[src/rtl/branch_resolver.sv]
// rtl/branch_resolver.sv - execute-stage branch resolution with 2-bit dynamic predictor
//
// Resolves the PC source of the instruction in EX, issues a registered
// one-cycle redirect to the fetch PC mux, trains a table of 2-bit counters
// (read combinationally by fetch) and keeps saturating branch statistics.
//
// Ports:
//   clk, rst           rising-edge clock, synchronous active-high reset
//   stall              EX stage held; EX inputs are not consumed
//   if_pc              fetch PC used to index the prediction table
//   if_pred_taken      MSB of the counter at if_pc's index (combinational)
//   ex_valid           EX holds a real instruction
//   ex_PCsrc           PC source code of the EX instruction
//   ex_EQ              ALU condition result
//   ex_pc              PC of the EX instruction
//   ex_pred_taken      prediction carried down the pipe with the instruction
//   ex_branch_target   pc + imm
//   ex_jalr_target     (rs1 + imm) & ~1
//   redirect           registered one-cycle flush/redirect pulse
//   redirect_pc        registered target, valid while redirect is high
//   branch_count       resolved conditional branches, saturating
//   mispredict_count   conditional mispredicts, saturating

module branch_resolver #(
    parameter int WIDTH       = 32,
    parameter int BHT_ENTRIES = 16,
    parameter int CNT_WIDTH   = 32
) (
    input  logic                 clk,
    input  logic                 rst,
    input  logic                 stall,
    input  logic [WIDTH-1:0]     if_pc,
    output logic                 if_pred_taken,
    input  logic                 ex_valid,
    input  logic [2:0]           ex_PCsrc,
    input  logic                 ex_EQ,
    input  logic [WIDTH-1:0]     ex_pc,
    input  logic                 ex_pred_taken,
    input  logic [WIDTH-1:0]     ex_branch_target,
    input  logic [WIDTH-1:0]     ex_jalr_target,
    output logic                 redirect,
    output logic [WIDTH-1:0]     redirect_pc,
    output logic [CNT_WIDTH-1:0] branch_count,
    output logic [CNT_WIDTH-1:0] mispredict_count
);

    // PC source encodings shared with the PC select mux
    localparam logic [2:0] PC_NEXT            = 3'd0;
    localparam logic [2:0] PC_ALWAYS_BRANCH   = 3'd1;
    localparam logic [2:0] PC_JALR            = 3'd2;
    localparam logic [2:0] PC_COND_BRANCH     = 3'd3;
    localparam logic [2:0] PC_INV_COND_BRANCH = 3'd4;

    localparam int IDX_W = $clog2(BHT_ENTRIES);

    logic [1:0]       bht [BHT_ENTRIES];
    logic [IDX_W-1:0] if_idx;
    logic [IDX_W-1:0] ex_idx;

    logic             res;
    logic             is_cond;
    logic             taken;
    logic             mispredict;
    logic             next_redirect;
    logic [WIDTH-1:0] next_pc;

    // Only the word-aligned index bits of the fetch PC select a counter
    logic unused_if_pc_bits;
    assign unused_if_pc_bits = ^{if_pc[WIDTH-1:IDX_W+2], if_pc[1:0]};

    assign if_idx = if_pc[IDX_W+1:2];
    assign ex_idx = ex_pc[IDX_W+1:2];

    // Old counter value is returned even when the same entry is written this cycle
    assign if_pred_taken = bht[if_idx][1];

    // The instruction sitting in EX during a redirect cycle is wrong-path
    assign res = ex_valid & ~stall & ~redirect;

    always_comb begin
        is_cond       = 1'b0;
        taken         = 1'b0;
        next_redirect = 1'b0;
        next_pc       = '0;
        case (ex_PCsrc)
            PC_ALWAYS_BRANCH: begin
                next_redirect = res;
                next_pc       = ex_branch_target;
            end
            PC_JALR: begin
                next_redirect = res;
                next_pc       = ex_jalr_target;
            end
            PC_COND_BRANCH: begin
                is_cond = 1'b1;
                taken   = ex_EQ;
            end
            PC_INV_COND_BRANCH: begin
                is_cond = 1'b1;
                taken   = ~ex_EQ;
            end
            default: begin
                is_cond = 1'b0;
            end
        endcase
        mispredict = is_cond & (taken != ex_pred_taken);
        if (res && mispredict) begin
            next_redirect = 1'b1;
            next_pc       = taken ? ex_branch_target : ex_pc + WIDTH'(4);
        end
    end

    always_ff @(posedge clk) begin
        if (rst) begin
            redirect         <= 1'b0;
            redirect_pc      <= '0;
            branch_count     <= '0;
            mispredict_count <= '0;
            for (int i = 0; i < BHT_ENTRIES; i++) begin
                bht[i] <= 2'd1;
            end
        end else begin
            // next_redirect is already gated by res, so a stalled cycle drops the pulse
            redirect <= next_redirect;
            if (next_redirect) begin
                redirect_pc <= next_pc;
            end
            if (res && is_cond) begin
                if (branch_count != {CNT_WIDTH{1'b1}}) begin
                    branch_count <= branch_count + 1'b1;
                end
                if (mispredict && (mispredict_count != {CNT_WIDTH{1'b1}})) begin
                    mispredict_count <= mispredict_count + 1'b1;
                end
                if (taken) begin
                    if (bht[ex_idx] != 2'd3) begin
                        bht[ex_idx] <= bht[ex_idx] + 2'd1;
                    end
                end else begin
                    if (bht[ex_idx] != 2'd0) begin
                        bht[ex_idx] <= bht[ex_idx] - 2'd1;
                    end
                end
            end
        end
    end

endmodule

[config.mk]
export PLATFORM = sky130hd
export DESIGN_NAME = branch_resolver
export DESIGN_NICKNAME = d
export VERILOG_FILES = /design/src/rtl/branch_resolver.sv
export SDC_FILE = /design/constraint.sdc
export NUM_CORES = 1
export LEC_CHECK = 0
export CORE_UTILIZATION = 51
export DETAILED_ROUTE_END_ITERATION = 8
export PLACE_DENSITY = 0.95
export SKIP_CTS_REPAIR_TIMING = 1
export SYNTH_ARGS = -nofsm -noshare
export SYNTH_HDL_FRONTEND = slang
export SYNTH_SLANG_ARGS = --single-unit
[constraint.sdc]
create_clock -name clk -period 7.6 [get_ports clk]
set_clock_uncertainty 0.05 [all_clocks]
set_input_delay 1.14 -clock clk [delete_from_list [all_inputs] [get_ports clk]]
set_output_delay 1.14 -clock clk [all_outputs]
set_load 0.1 [all_outputs]
== Word level (Yosys, flattened, before mapping) ==
Memory sizes are Yosys's and may differ from the RTL's.
Cells that the tools add are included.
W data, S select, Z words.

* Logic and storage cells: 57
* Memories kept: 1
* Register bits after elaboration: 97
* Output and inout port bits: 98
* RAM bits: 32

* Multiplexer cells: 23
* Add/subtract/negate cells: 5
* Reduce and logical (&&, ||, !) cells: 9
* Bitwise operators: 7
* Equality and inequality tests: 8

{| class="wikitable"
|+ Memories
! name !! depth !! bits a word !! rd ports !! clocked after memory_dff !! write ports !! RTL line !! RTL
|-
| bht || 16 || 2 || 2 || 0 || 16 || 56 || <nowiki>logic [1:0] bht [BHT_ENTRIES];</nowiki>
|}

{| class="wikitable"
|+ Operators with widths
! cell !! number
|-
| $add A32 B1 Y32 const B || 2
|-
| $mux W32 || 2
|-
| $ne A32 B32 Y1 const B || 2
|-
| $pmux W32 S2 || 1
|-
| $add A32 B3 Y32 const B || 1
|-
| $mux W1 || 16
|-
| $eq A3 B2 Y1 const B || 2
|-
| $reduce_or A2 Y1 || 3
|-
| $mux W2 || 2
|-
| $mux W4 || 1
|-
| $reduce_and A2 Y1 || 2
|-
| $and A1 B1 Y1 || 3
|-
| $eq A3 B1 Y1 const B || 1
|-
| $eq A3 B3 Y1 const B || 1
|-
| $logic_and A1 B1 Y1 || 3
|-
| $not A1 Y1 || 3
|-
| $add A2 B1 Y2 const B || 1
|-
| $ne A2 B2 Y1 const B || 1
|-
| $pmux W1 S2 || 1
|-
| $reduce_bool A2 Y1 || 1
|-
| $sub A2 B1 Y2 const B || 1
|-
| $ne A1 B1 Y1 || 1
|-
| $or A1 B1 Y1 || 1
|}

== Longest topological paths before layout ==
Gate-level depths: netlist of the first run.

* Depth in word-level cells: 10
* Mapped depth: 10

== Worst setup path before layout of the first run ==
Ideal clock, no wire load.

* Path type: in2out
* From: input if_pc[2]
* To: output if_pred_taken
* Required time: 6410 ps
* Stages: 2
* Path slack: 4059 ps
* Arrival: 2351 ps
* Path through: mux4_2 -> mux4_2

* Word-level cells in the longest chain between the ends: 1

{| class="wikitable"
|+ RTL lines
! item !! RTL line !! RTL
|-
| start, declared || 32 || <nowiki>input logic [WIDTH-1:0] if_pc,</nowiki>
|-
| $mem_v2 Z16 W2 || - ||
|-
| end, declared || 33 || <nowiki>output logic if_pred_taken,</nowiki>
|}

No other way between the ends.

== Worst setup path in the final report of the first run ==
Same ends and word-level chain as after synthesis.

==> results of run 1 <==
power breakdown:
group | switching, uW | internal (uW)
registers | 8.63 | 715
clock network | 302 | 508
logic | 169 | 105
per-stage QoR:
stage / power (uW) / hold WS [ps] / cells / cell area (sq um)
floorplan: 895.6 / 875.2 / 829 / 7288
global placement: 999.3 / 451.8 / 1173 / 9433
detailed placement: 1006 / 464.9 / 1173 / 9433
CTS: 1810 / 473.1 / 1205 / 10020
global route: 1854 / 499.5 / 1205 / 10020
finish: 1808 / 479.8 / 1205 / 10020
routing by layer:
layer  track usage, %  share of wire [%]
met1            35.80                 37
met2            54.83                 48
met3            7.912                9.6
met4            20.22                5.0
met5                0                  0
state kept, by name, summed over array words and instances (netlist names):
signal            cells
mispredict_count     32
redirect_pc          32
branch_count         32
redirect              1
bht                  32
cells by family (layout without fill, tap and decap cells):
kind of cell	count (synthesis)	in the layout	share of synthesized area, %
buffers and inverters	64	260	3.554
and+or+nand+nor	358	358	24.58
AOI/OAI and AO/OA	172	172	16.24
muxes	22	22	5.288
DFF	129	129	39.83
xor gates and xnor gates	78	78	9.476
adders and majority gates	6	6	1.030
cells in the mapped netlist, types with 2 or more instances:
| master | n |
|---|---|
| a211o_1 | 5 |
| a211oi_1 | 12 |
| a21o_1 | 2 |
| a21oi_1 | 39 |
| a221oi_1 | 14 |
| a222oi_1 | 17 |
| a31o_2 | 4 |
| a31oi_1 | 2 |
| a41o_1 | 15 |
| and2_1 | 4 |
| and3_1 | 13 |
| and4_1 | 9 |
| buf_1 | 2 |
| buf_2 | 12 |
| clkbuf_1 | 36 |
| dfxtp_1 | 97 |
| edfxtp_1 | 32 |
| ha_1 | 6 |
| inv_1 | 13 |
| mux2i_1 | 7 |
| mux4_2 | 13 |
| nand2_1 | 69 |
| nand2b_1 | 3 |
| nand3_1 | 31 |
| nand4_1 | 18 |
| nor2_1 | 101 |
| nor2b_1 | 7 |
| nor3_1 | 45 |
| nor3b_1 | 8 |
| nor4_1 | 24 |
| nor4b_1 | 7 |
| o21a_1 | 3 |
| o21ai_0 | 49 |
| o22ai_1 | 2 |
| or2_2 | 2 |
| or3_1 | 9 |
| or3b_2 | 2 |
| or4_1 | 4 |
| xnor2_1 | 65 |
| xor2_1 | 12 |
cell usage in the layout (no fill, tap or decap), types with 7 or more instances in the layout:
cell type / count
mux4_2: 13
a21oi_1: 39
a211oi_1: 12
nor4b_1: 7
clkdlybuf4s50_1: 205
nand2_1: 69
inv_1: 13
and4_1: 9
nor2b_1: 7
dfxtp_1: 97
clkbuf_16: 17
or3_1: 9
a41o_1: 15
a221oi_1: 14
o21ai_0: 49
xnor2_1: 65
nor3_1: 45
edfxtp_1: 32
mux2i_1: 7
xor2_1: 12
nor2_1: 101
and3_1: 13
buf_4: 9
nor3b_1: 7
nand4_1: 18
a222oi_1: 17
nand3_1: 31
nor4_1: 24
worst max-delay path: cells and delay by family:
family                 cells  cell delay, ps
multiplexers               2            1050
buffers and inverters      2            1620
final cells by class:
type                    instances  area (sq um)
inverters                      13         48.80
clock inverters                 9         105.1
fillers                       993          3919
well taps                     180         225.2
flip-flops and latches        129          2903
repair buffers                215          2125
multi-input cells             636          4131
clock buffers                  23         478.0
final timing paths:
| kind | slack [ps] | end | cells past startpoint | start |
|---|---|---|---|---|
| worst max-delay path | 2590 | if_pred_taken | 4 | if_pc[2] |
| worst min-delay path | 480 | redirect_pc[27]$_SDFFE_PP0P_ | 2 | redirect_pc[27]$_SDFFE_PP0P_ |
| worst max register to register | 4450 | branch_count[25]$_SDFFE_PP0P_ | 6 | redirect$_SDFF_PP0_ |
| worst min register to register | 480 | redirect_pc[27]$_SDFFE_PP0P_ | 2 | redirect_pc[27]$_SDFFE_PP0P_ |
==> qor.yml, run 1 <==
worst_path_largest_cell_delay_ps: 980
clockBufferDepth: 2
synth.distinct_cells: 54
fp-row-count: 43
grt_pass1_vias: 7345
maxSlewViolCount: 0
synth_area_leaders: "dfxtp_1 27%, edfxtp_1 13%, xnor2_1 7.8%"
num_vias: 7571
root_buffer: "clkbuf_16"
grt_max_degree: 78
cts_htree_levels: 4
cts.clk_slew.worst_paths_ps: 60
setup_viol: 0
path_cells: "clkdlybuf4s50_1 > mux4_2 > mux4_2 > clkdlybuf4s50_1"
rsz0062_at_grt: "false"
vias_per_cell: 6.283
outcome: "finished clean"
syn_area_per_cell_sq_um: 8.792
dieArea_sq_um: 14770
finalSetupTns_ps: 0
setup_ws_ps: 2586
synthToLayoutAreaGrowth_pct: 37.43
yosysTopAreaCell: "dfxtp_1"
ys_seq_elements: 129
clk_latency_ps: 420
grt-ovfl-total: 0
routabilityCongestion: 0.8941
fin_nets: 1155
first_iter_violations: 681
synth_edf_count: 32
numCtsBuffers: 17
yosysSeqAreaShare_pct: 39.83
initial_core_util_pct: 52.30
chipWidth_microns: 121.5
cts.sinks: 129
yosysWarnings: 0
fmax_ghz: 0.1994
die-height_microns: 121.5
hold_violations: 0
core_sq_um: 13930
antenna_found_initial: 0
path_class: "in2out"
ant_nets: 0
layout_min_cycle_time_ps: 5014
grt.total_usage_pct: 32.11
maxCapViolations: 0
ys_async_sr_fraction_pct: 0
end_kind: "primary output"
hpwl_mm: 16.47
syn-cell-area_sq_um: 7288
crit_path_top_delay_cell: "clkdlybuf4s50_1"
synth_flop_cell: "dfxtp_1"
cts_tree: "yes"
maxSlewHeadroom_pct: 7.976
crit_arrival_ps: 3820
ir_drop_uv: 148.5
firstDrtPassIters: 5
synth_nets: 972
cp_max_fo: 4
critPathLaunchType: "primary input"
syn_inst: 829
wl_per_cell_microns: 19.69
p_per_area_nw_per_um2: 180.5
place_ws_ps: 2639
num_io_pins: 235
crit_required_ps: 6410
tightest_slew_ps: 1371
antenna_cells: 0
io_buffers: 206
leakagePower_uw: 0.003291
synth.top_cell.area_share_pct: 26.64
hold_class: "reg2reg"
grt_first_pass_wirelength_mm: 36.78
wl_mm: 23.72
finalCritPeriodShare_pct: 65.98
final_layout_size_suffix_gt1_share_pct: 6.439
drc: 0
fin_util_pct: 71.88
(Power assumes the default switching activity.)
==> run 2, diff against run 1 <==
- CORE_UTILIZATION: 51 -> 43
- PLACE_DENSITY: 0.95 -> 0.89
- clock period: 7.6 -> 4.11 ns (I/O delays scaled with it)
==> run 2 against run 1 <==
Against the previous run:
- wire length down 0.82%
- core utilization is 11 points lower
- design area is 0.52% higher
- critical path depth up 3
- final cell count grew 3.9%
- register-to-register slack lost 3500 ps
==> qor.yml, run 2 (synthesized netlist as in run 1, its figures left out) <==
power.share.clock_pct: 42.7
finalSetupTns_ps: 0
p_per_area_nw_per_um2: 320.1
dieArea_sq_um: 17470
path_buf_inv: 2
rrSetupSlack_ps: 1000
cp.depth: 7
hold_class: "reg2reg"
grt_first_pass_wirelength_mm: 37.20
power_frac_seq_pct: 41.5
numCtsBuffers: 17
worst_path_largest_cell_delay_ps: 1030
final_common_cell: "clkdlybuf4s50_1"
fill_cells: 1393
antenna_found_initial: 0
outcome: "finished clean"
finalCritPeriodShare_pct: 91.56
crit_path_top_delay_cell: "a21oi_1"
end_kind: "flop"
grt_pass1_vias: 7168
swShare_pct: 27.02
fmax_ghz: 0.2657
met3_usage_pct: 7.343
path_cells: "clkdlybuf4s50_1 > buf_4 > mux4_2 > mux2i_1 > mux2i_1 > a21oi_1 > a41o_1"
vias_per_cell: 5.965
cp_max_fo: 16
initial_core_util_pct: 43.95
ir_drop_uv: 285.4
hold_violations: 0
routabilityCongestion: 0.9188
ant_nets: 0
holdWs_ps: 450.9
clockBufferDepth: 2
cts_tree: "yes"
final_cells: 1252
synthToLayoutAreaGrowth_pct: 38.15
grt_max_degree: 95
root_buffer: "clkbuf_16"
grt-ovfl-total: 0
grt-busiest-layer: "met2"
antenna_cells: 0
use_met1_pct: 32.80
leakagePower_uw: 0.003308
critPathLaunch: "ex_pc[2]"
min_from: "redirect_pc[24]$_SDFFE_PP0P_"
core_sq_um: 16580
setup_viol: 0
num_vias: 7468
pwr-share-comb_pct: 15.8
reg2reg_to: "bht[1][1]$_SDFFCE_PN0P_"
tightest_slew_ps: 1295
cts.clk_slew.worst_paths_ps: 50
first_iter_violations: 748
drc: 0
layout_min_cycle_time_ps: 3763
crit_arrival_ps: 3820
rsz0062_at_grt: "false"
mostFrequentLayoutCells: "204 x clkdlybuf4s50_1, 101 x nor2_1, 97 x dfxtp_1, 69 x nand2_1, 65 x xnor2_1"
grt.total_usage_pct: 26.78
endpoint: "bht[1][1]$_SDFFCE_PN0P_"
chipWidth_microns: 132.2
path_common_cell: "mux2i_1"
path_class: "in2reg"
firstDrtPassIters: 6
wl_per_cell_microns: 18.79
clk_latency_ps: 420
reg2regPathDepth: 6
r2r_start: "bht[10][0]$_SDFFCE_PN1P_"
cts_htree_levels: 4
internal-power_uw: 2352
grtUsageMet2_pct: 44.21
maxSlewViolCount: 0
dpl.cell_count: 1221
final_layout_size_suffix_gt1_share_pct: 6.880
fin_nets: 1163
critPathLaunchType: "primary input"
maxCapViolations: 0
fp-row-count: 47
num_io_pins: 235
wl_mm: 23.53
die-height_microns: 132.2
hpwl_mm: 16.50
crit_required_ps: 4170
cts.sinks: 129
maxSlewHeadroom_pct: 13.65
io_buffers: 206
switchingPower_uw: 870.6
crit_family: "compound AO/OA/AOI/OAI gates"
-- run 2: routing by layer --
layer  up-vias  part of all wire (%)
met5         -                     0
met4         0                   2.5
met3        54                   9.8
met2       391                    47
met1      3534                    40
li1       3489                     -
-- run 2: power groups by stage --
stage | sequential, uW | clock, uW | combinational [uW]
2_1_floorplan | 1480 | 0 | 174
3_3_place_gp | 1360 | 0 | 496
4_1_cts | 1340 | 1400 | 507
6_report | 1340 | 1370 | 511
5_1_grt | 1340 | 1450 | 535
3_5_place_dp | 1360 | 0 | 503
-- run 2: through the flow --
stage,instance area (sq um),util (%),worst slack [ps],total power [uW]
2_1_floorplan,7288,-,1010,1656
3_3_place_gp,9540,57.53,128.4,1858
3_5_place_dp,9540,57.53,57.18,1865
4_1_cts,10070,60.71,425.2,3239
5_1_grt,10070,60.71,253.4,3322
6_report,10070,60.71,346.8,3223
-- run 2: layout make-up --
cell class                 count  area [sq um]  area share (%)
clock buffer                  26         500.5           4.971
clock inverter                 5         27.53          0.2734
inverter                      13         48.80          0.4847
multi-input combinational    636          4131           41.03
sequential                   129          2903           28.83
tap                          220         275.3           2.734
timing repair buffer         223          2182           21.67
-- run 2: worst min-delay path by stage --
stage | to | slack (ps) | cells after the start
final | redirect_pc[24]$_SDFFE_PP0P_ | 450 | 2
after CTS | redirect_pc[27]$_SDFFE_PP0P_ | 450 | 2
after global routing | redirect_pc[23]$_SDFFE_PP0P_ | 470 | 2
after global placement | redirect_pc[24]$_SDFFE_PP0P_ | 440 | 2
after detailed placement | redirect_pc[27]$_SDFFE_PP0P_ | 440 | 2
after floorplan | redirect_pc[29]$_SDFFE_PP0P_ | 750 | 2
-- run 2: tightest hold or removal path, stage by stage (launching register included) --
cell and delay (ps):
dfxtp_1 300, nor2_1 100, a211oi_1 50
